File: config.mk
export PLATFORM = sky130hd
export DESIGN_NAME = top
export DESIGN_NICKNAME = d
export VERILOG_FILES = /design/src/rtl/top.sv
export SDC_FILE = /design/constraint.sdc
export NUM_CORES = 1
export LEC_CHECK = 0
export CAP_MARGIN = 30
export CORE_ASPECT_RATIO = 0.7
export CORE_MARGIN = 2
export CORE_UTILIZATION = 58
export CTS_BUF_LIST = sky130_fd_sc_hd__clkbuf_16
export DETAILED_ROUTE_END_ITERATION = 8
export GPL_ROUTABILITY_DRIVEN = 0
export HOLD_SLACK_MARGIN = 0.08
export PLACE_DENSITY_LB_ADDON = 0.2
export SLEW_MARGIN = 20
export SYNTH_ARGS = -nofsm -noshare
export SYNTH_HDL_FRONTEND = slang
export SYNTH_SLANG_ARGS = --single-unit
File: constraint.sdc
create_clock -name clk -period 3.5 [get_ports clk]
set_input_delay 0.35 -clock clk [delete_from_list [all_inputs] [get_ports clk]]
set_output_delay 0.35 -clock clk [all_outputs]
set_load 0.05 [all_outputs]
File: src/rtl/top.sv
// Dual-mode 8-bit code converter: binary->Gray in one step, Gray->binary serially MSB-first.
// Result is held on data_out and announced by a one-cycle done pulse.
module top (
   input  logic       clk,
   input  logic       reset,
   input  logic       start,
   input  logic       convert,
   input  logic [7:0] data_in,
   output logic [7:0] data_out,
   output logic       done
);

   typedef enum logic [1:0] {
      IDLE = 2'd0,
      CALC = 2'd1,
      DONE = 2'd2
   } state_t;

   state_t     state;
   state_t     state_next;
   logic [7:0] op;
   logic [7:0] res;
   logic [7:0] res_next;
   logic       mode;
   logic [2:0] idx;
   logic       capture;
   logic       calc_step;
   logic       load_out;
   logic       prev_bit;

   // state register
   always_ff @(posedge clk) begin
      if (reset) begin
         state <= IDLE;
      end else begin
         state <= state_next;
      end
   end

   // next-state logic
   always_comb begin
      state_next = state;
      case (state)
         IDLE: if (start) state_next = CALC;
         CALC: if (!mode || idx == 3'd0) state_next = DONE;
         DONE: state_next = IDLE;
         default: state_next = IDLE;
      endcase
   end

   // control decode and next result; the bit above the MSB is treated as 0
   always_comb begin
      capture   = (state == IDLE) && start;
      calc_step = (state == CALC);
      load_out  = (state == CALC) && (!mode || idx == 3'd0);
      prev_bit  = (idx == 3'd7) ? 1'b0 : res[idx + 3'd1];
      res_next  = res;
      if (!mode) begin
         res_next = op ^ (op >> 1);
      end else begin
         res_next[idx] = prev_bit ^ op[idx];
      end
   end

   always_ff @(posedge clk) begin
      if (reset) begin
         op       <= 8'h00;
         res      <= 8'h00;
         mode     <= 1'b0;
         idx      <= 3'd7;
         data_out <= 8'h00;
         done     <= 1'b0;
      end else begin
         done <= load_out;
         if (capture) begin
            op   <= data_in;
            mode <= convert;
            res  <= 8'h00;
            idx  <= 3'd7;
         end else if (calc_step) begin
            res <= res_next;
            if (mode) idx <= idx - 3'd1;
         end
         if (load_out) data_out <= res_next;
      end
   end

endmodule

## Yosys cells after proc, flatten, opt, wreduce, memory -nomap -nowiden

Index checks and enable logic that the tools add are counted.
Widths: inputs -> output; s select.

| cells by class | value |
|---|---|
| mux-type cells | 12 |
| $lt $le $gt $ge | 3 |
| equal/unequal tests | 4 |
| reduce and logical (&&, ||, !) cells | 10 |
| bitwise logic cells | 2 |
| add/subtract/negate cells | 2 |

Operators by type and width:

| operator | number |
|---|---|
| $bwmux 8 | 1 |
| $lt 3x4->1 const B | 2 |
| $mux 8 | 1 |
| $xor 8x7->8 | 1 |
| $bmux 1 s3 | 2 |
| $mux 1 | 4 |
| $mux 2 | 2 |
| $pmux 2 s2 | 1 |
| $reduce_and 2->1 | 2 |
| $add 3x1->3 const B | 1 |
| $demux 1 s3 | 1 |
| $eq 3x3->1 const B | 1 |
| $ge 3x1->1 const B | 1 |
| $logic_and 1x1->1 | 3 |
| $logic_not 3->1 | 1 |
| $sub 3x1->3 const B | 1 |
| $eq 2x1->1 const B | 1 |
| $logic_not 2->1 | 1 |
| $ne 2x1->1 const B | 1 |
| $ne 2x2->1 const B | 1 |
| $reduce_or 2->1 | 1 |
| $logic_not 1->1 | 1 |
| $logic_or 1x1->1 | 1 |
| $xor 1x1->1 | 1 |

| word-level totals | value |
|---|---|
| word-level logic and storage cells | 40 |
| register bits after elaboration | 31 |
| output and inout port bits | 9 |

## Longest topological paths before layout

Gate-level depths: netlist of run 1.

| depth | value |
|---|---|
| depth after elaboration | 7 |
| mapped depth | 8 |
| mapped depth without buffers | 7 |

## Worst setup path after synthesis of run 1

No wires, ideal clock.

| timing path | value |
|---|---|
| path kind | reg2reg |
| start point | register idx[1] |
| end point | register data_out[1] |
| path buffers | 1 |
| setup slack | 1.266 ns |
| stages on the path, launching flop included | 9 |
| period minus slack after synthesis | 2.234 ns |
| arrival | 2.116 ns |
| cells stage by stage | dfxtp_1 > buf_6 > inv_1 > ha_1 > mux4_2 > a2bb2oi_1 > a21o_4 > a21o_1 > a32o_1 |

| on the way | value |
|---|---|
| word-level cells in the longest chain between the ends | 7 |
| elaborated cells on any way between the ends | 18 |
| classes of those cells | add/sub: 1; order compare: 2; eq/ne: 1; mux: 9; bitwise: 1; reduce/logical: 4 |

RTL lines:

| element | RTL line | text |
|---|---|---|
| start: declaration | 25 | `logic [2:0] idx;` |
| start signal: assignment | 82 | `if (mode) idx <= idx - 3'd1;` |
| $add 3x1->3 | 56 | `prev_bit = (idx == 3'd7) ? 1'b0 : res[idx + 3'd1];` |
| $bmux 1 s3 | 56 |  |
| $mux 1 (implied by the code) | 56 |  |
| $mux 1 | 56 |  |
| $xor 1x1->1 | 61 | `res_next[idx] = prev_bit ^ op[idx];` |
| $bwmux 8 | 61 |  |
| $mux 8 | 58 | `if (!mode) begin` |
| end signal: assignment | 84 | `if (load_out) data_out <= res_next;` |
| end: declaration | 9 | `output logic [7:0] data_out,` |

Parallel ways exist; a longest one is shown, timed or not. The select of a mux whose other input is x is not followed.
A chain may end at the register's enable or synchronous reset.

## Worst setup path in the final report of run 1

| timing path | value |
|---|---|
| start point | register idx[0] |
| end point | register data_out[1] |

The elaborated chain is that of the path after synthesis.

==> flow_metrics.env, run 1 <==
export IMPL_coreArea_um2=2510
export IMPL_hold_buffers=0
export IMPL_drt_iter0_markers=143
export IMPL_worstMarginPinSlew_ps=713
export IMPL_post_route_min_period_ps=2640
export IMPL_dr_pass1_iters=5
export IMPL_final_area_um2=1930
export IMPL_vias_per_cell=6.28
export IMPL_outcome="finished, final reports clean"
export IMPL_floorplan_io_pins=21
export IMPL_required_ps=3670
export IMPL_grt_pass1_vias=1316
export IMPL_setup_violations=0
export IMPL_post_dp_cell_area_um2=1790
export IMPL_yosysTopAreaCellShare=0.393
export IMPL_yosysWarnings=0
export IMPL_rows=15
export IMPL_cts_clk_slew_worst_paths_ps=50
export IMPL_dieWidth_um=66.4
export IMPL_synthesis_nets=197
export IMPL_dieArea_um2=3160
export IMPL_post_synth_top_area_cell="dfxtp_1"
export IMPL_grt_pass1_wl_um=6090
export IMPL_rrSetupSlack_ps=860
export IMPL_cts_path_max_buffers=2
export IMPL_cts_resized=0
export IMPL_crit_type="flip-flop to flip-flop"
export IMPL_diodes=0
export IMPL_synth_edff_count=0
export IMPL_critPathTopFamily="compound AO/OA/AOI/OAI gates"
export IMPL_htree_levels=2
export IMPL_stdcell_count=235
export IMPL_area_growth_pct=22.2
export IMPL_cts_tree="yes"
export IMPL_hold_class="flip-flop to flip-flop"
export IMPL_fin_worst_skew_ps=3.61
export IMPL_hold_violations=0
export IMPL_totalWireLength_um=3990
export IMPL_vias=1476
export IMPL_cts_setup_buffers=0
export IMPL_cp_slowest_cell="dfxtp_1"
export IMPL_fmax_mhz=378
export IMPL_crit_fanout=12
export IMPL_cpPeakStageDelay_ps=570
export IMPL_grt_start_max_net_pins=21
export IMPL_drcViolationCount=0
export IMPL_die_h_um=47.7
export IMPL_cp_start_kind="flip-flop"
export IMPL_rsz0062_at_grt="no"
export IMPL_wire_per_inst_um=17.0
export IMPL_netlist_instances=181
export IMPL_final_max_slew_viol_count=0
export IMPL_clock_tree_root_cell="clkbuf_16"
export IMPL_io_buffers=20
export IMPL_fin_crit_sh=0.755
export IMPL_synth_area_um2=1580
export IMPL_synthDistinctLibCells=33
export IMPL_path_cells="inv_2, ha_1, mux4_2, a2bb2oi_1, a21o_4, a21o_1, a32o_1"
export IMPL_postRouteAntennaNets=0
export IMPL_track_usage=0.271
export IMPL_fin_nets=216
export IMPL_hpwl_um=2760
export IMPL_relSlewSlack=0.523
export IMPL_clock_sinks=31
export IMPL_synthTopCellsByArea="dfxtp_1 (39%), mux2i_1 (6.3%), nand2_1 (5.5%)"
export IMPL_setup_tns_ps=0
export IMPL_cts_buffers_inserted=5
export IMPL_initial_core_util=0.628
export IMPL_powerDensity_nw_per_um2=483
export IMPL_insertion_delay_ps=280
export IMPL_p_leak_uw=0.000742
export IMPL_antenna_found_initial=0
export IMPL_ir_worst_vdd_mv=0.348
export IMPL_yosysSeqAreaShare=0.393
export IMPL_arrival_ps=2810
export IMPL_dp_cells=227
export IMPL_end_kind="flip-flop"
export IMPL_synthFlopType="dfxtp_1"
export IMPL_maxCapViolCount=0
export IMPL_async_flop_share=0
export IMPL_drive_gt1_frac=0.0697
export IMPL_synth_seq_cells=31
export IMPL_overflow=0
export IMPL_avgSynthCellArea_um2=8.72
export IMPL_critPathBufInv=1
==> kinds of logic after synthesis <==
logic type,share of synthesized area
AOI/OAI and AO/OA,0.226
muxes,0.113
DFF,0.393
xor gates and xnor gates,0.0499
adders and majority gates,0.0317
buffers and inverters,0.0333
and+or+nand+nor,0.153
==> power breakdown <==
part           switching, uW  internal, uW
registers               22.3           372
logic                   76.6          59.2
clock network            147           255
total                    246           686
==> sequential cells by signal, summed over array words and instances, names as in the netlist <==
register	count
done	1
data_out	8
state	2
mode	1
res	8
op	8
idx	3
==> placed cells by master (no fill, tap or decap), types with 2 or more instances in the layout <==
| master | n |
|---|---|
| mux2i_1 | 10 |
| a211oi_1 | 3 |
| a32o_1 | 4 |
| inv_1 | 3 |
| nand3_1 | 5 |
| nand2b_1 | 2 |
| xnor2_1 | 6 |
| clkdlybuf4s50_1 | 20 |
| xor2_1 | 3 |
| nor2b_1 | 3 |
| dfxtp_1 | 31 |
| a32oi_1 | 3 |
| nor2_1 | 23 |
| mux4_2 | 3 |
| a21o_1 | 4 |
| a21oi_1 | 17 |
| nand2_1 | 23 |
| o21ai_0 | 7 |
| clkinv_1 | 2 |
| o211ai_1 | 5 |
| clkbuf_16 | 5 |
| ha_1 | 4 |
| a31oi_1 | 4 |
==> per-layer routing <==
metal	GRT usage	routed length, um	share of wire
met5	0	0	0
met4	0.118	91	0.023
met3	0.0706	381	0.096
met2	0.450	1830	0.46
met1	0.344	1690	0.42
==> cells in the mapped netlist, types with 2 or more instances <==
cell and n:
o211ai_1 5, xnor2_1 6, dfxtp_1 31, xor2_1 3, mux4_2 3, a21oi_1 17
nor2_1 23, nand3_1 5, mux2i_1 10, nand2b_1 2, a31oi_1 4, nor2b_1 3
ha_1 4, nand2_1 23, inv_1 2, o21ai_0 7, clkbuf_1 7, a32o_1 4
a211oi_1 3, a21o_1 4, a32oi_1 3
==> worst reg2reg max path, delay by kind of cell (launching register included) <==
kind | cells | cell delay (ps)
adders and majority gates | 1 | 400
AOI/OAI and AO/OA | 4 | 850
DFF | 1 | 570
muxes | 1 | 520
buffers and inverters | 1 | 200
==> area by class of cell <==
class                      count  area (um2)
multi-input combinational    138         911
sequential                    31         621
fill                         192         586
timing repair buffer          21         208
clock buffer                   5         125
tap                           34        42.5
clock inverter                 3        11.3
inverter                       3        11.3
==> stage by stage <==
step / total power, uW / hold WS, ps / setup WS [ps] / util
after global routing: 954 / 471 / 794 / 0.767
after detailed placement: 533 / 445 / 907 / 0.713
after floorplan: 489 / 443 / 1270 / -
final: 932 / 450 / 856 / 0.767
after global placement: 529 / 435 / 1010 / 0.713
after CTS: 929 / 454 / 901 / 0.767
==> path summary, 6_finish.rpt <==
path | startpoint | to | cells past startpoint
setup / recovery | idx[0] | data_out[1] | 7
setup reg to reg | idx[0] | data_out[1] | 7
hold reg to reg | data_out[2] | data_out[2] | 2
hold / removal | data_out[2] | data_out[2] | 2
No activity file was read; power rests on OpenSTA's default activity.
==> run 2: changes to the inputs <==
--- a/config.mk
+++ b/config.mk
@@ -8,7 +8,7 @@
 export CAP_MARGIN = 30
 export CORE_ASPECT_RATIO = 0.7
 export CORE_MARGIN = 2
-export CORE_UTILIZATION = 58
+export CORE_UTILIZATION = 49
 export CTS_BUF_LIST = sky130_fd_sc_hd__clkbuf_16
 export DETAILED_ROUTE_END_ITERATION = 8
 export GPL_ROUTABILITY_DRIVEN = 0
==> constraint.sdc (replaced) <==
create_clock -name clk -period 2.43 [get_ports clk]
set_input_delay 0.243 -clock clk [delete_from_list [all_inputs] [get_ports clk]]
set_output_delay 0.243 -clock clk [all_outputs]
set_load 0.05 [all_outputs]
==> run 2 against run 1 <==
Net effect:
- design area up 3.6%
- cell count up 4.7%
- routed wire length down 4.0%
- non-clock buffer count up 7
- total power up 44%
- largest cell class unchanged
==> flow_metrics.env, run 2 (synthesized netlist as in run 1, its figures left out) <==
export IMPL_outcome="finished, final reports clean"
export IMPL_postRouteAntennaNets=0
export IMPL_p_leak_uw=0.000777
export IMPL_fin_worst_skew_ps=4.67
export IMPL_setup_tns_ps=0
export IMPL_dieWidth_um=71.9
export IMPL_arrival_ps=2450
export IMPL_final_common_cell="dfxtp_1"
export IMPL_dieArea_um2=3700
export IMPL_critPathTopFamily="compound AO/OA/AOI/OAI gates"
export IMPL_cts_tree="yes"
export IMPL_layout_common_cells="dfxtp_1 (30), nand2_1 (23), nor2_1 (23)"
export IMPL_fin_crit_sh=0.943
export IMPL_relSlewSlack=0.596
export IMPL_worstMarginPinSlew_ps=603
export IMPL_end_kind="flip-flop"
export IMPL_clock_tree_root_cell="clkbuf_16"
export IMPL_cp_start_kind="flip-flop"
export IMPL_overflow=0
export IMPL_pre_cts_ws_ps=125
export IMPL_dr_pass1_iters=4
export IMPL_floorplan_io_pins=21
export IMPL_maxCapViolCount=0
export IMPL_cts_buffers_inserted=5
export IMPL_final_util=0.644
export IMPL_htree_levels=2
export IMPL_ir_worst_vdd_mv=0.385
export IMPL_cts_setup_buffers=0
export IMPL_cpPeakStageDelay_ps=350
export IMPL_totalWireLength_um=3830
export IMPL_grt_start_max_net_pins=19
export IMPL_setup_slack_ps=139
export IMPL_drt_iter0_markers=114
export IMPL_die_h_um=51.5
export IMPL_crit_fanout=7
export IMPL_coreArea_um2=3110
export IMPL_critPathBufInv=1
export IMPL_cts_path_max_buffers=2
export IMPL_setup_violations=0
export IMPL_io_buffers=20
export IMPL_area_growth_pct=26.6
export IMPL_crit_type="flip-flop to flip-flop"
export IMPL_vias=1456
export IMPL_required_ps=2590
export IMPL_drcViolationCount=0
export IMPL_cts_clk_slew_worst_paths_ps=50
export IMPL_cp_slowest_cell="ha_1"
export IMPL_rows=17
export IMPL_hold_violations=0
export IMPL_hold_class="flip-flop to flip-flop"
export IMPL_track_usage=0.227
export IMPL_grt_pass1_wl_um=6490
export IMPL_initial_core_util=0.508
export IMPL_post_route_min_period_ps=2290
export IMPL_insertion_delay_ps=270
export IMPL_clock_sinks=31
export IMPL_top_regs="data_out x8, op x8, res x8"
export IMPL_drive_gt1_frac=0.115
export IMPL_fin_nets=223
export IMPL_path_cells="buf_4, ha_1, ha_1, mux4_2, a2bb2oi_2, a21o_4, a21o_1, a32o_1"
export IMPL_cp_common_cell="ha_1"
export IMPL_wire_per_inst_um=15.5
export IMPL_final_max_slew_viol_count=0
export IMPL_vias_per_cell=5.92
export IMPL_powerDensity_nw_per_um2=670
export IMPL_antenna_found_initial=0
export IMPL_grt_pass1_vias=1375
export IMPL_fmax_mhz=437
export IMPL_hpwl_um=2820
export IMPL_diodes=0
export IMPL_rsz0062_at_grt="no"
export IMPL_nFillCells=268
-- run 2: changes by cell type in the layout (fill, tap and decap cells not counted) --
cell | before | now
a2bb2oi_1 | 1 | 0
buf_4 | 1 | 8
dfxtp_2 | 0 | 1
dfxtp_1 | 31 | 30
nand3_2 | 0 | 1
nand3_1 | 5 | 4
a2bb2oi_2 | 0 | 1
-- run 2: tightest hold or removal path, stage by stage (launching register included) --
cell and delay (ps):
dfxtp_1 300, nand2_1 50, o21ai_1 50
-- run 2: stage by stage --
step           total power, uW  std cells  instance area, um2  hold slack, ps
2_1_floorplan              704        181                1580             382
3_3_place_gp               767        238                1850             437
3_5_place_dp               773        238                1850             443
4_1_cts                   1340        246                1990             450
5_1_grt                   1400        246                2000             475
6_report                  1340        246                2000             444
-- run 2: path summary, 6_finish.rpt --
check	cells past startpoint	endpoint	start	slack (ps)
worst min register to register	2	data_out[0]	data_out[0]	440
worst max-delay path	8	data_out[1]	idx[1]	140
worst max register to register	8	data_out[1]	idx[1]	140
worst min-delay path	2	data_out[0]	data_out[0]	440
-- run 2: area by class of cell --
class / count / area (um2) / area share
clock buffer: 5 / 125 / 0.0626
clock inverter: 3 / 11.3 / 0.00563
inverter: 3 / 11.3 / 0.00563
multi-input combinational: 138 / 922 / 0.461
sequential: 31 / 622 / 0.311
tap: 38 / 47.5 / 0.0238
timing repair buffer: 28 / 260 / 0.130
-- run 2: repair_timing --
action                     CTS  global route
gates resized for setup      0             3
setup endpoints to repair    0             4
hold buffers                 0             0
-- run 2: metal layers --
layer	vias up	track usage	part of all wire
met5	-	0	0
met2	54	0.372	0.46
met3	9	0.0581	0.061
li1	703	-	-
met1	690	0.299	0.47
met4	0	0.0629	0.014
-- run 2: where the power goes --
group / internal [uW] / switching [uW] / total, uW
registers: 536 / 25.2 / 561
logic: 89.8 / 118 / 207
clock network: 367 / 204 / 572
total: 993 / 347 / 1340
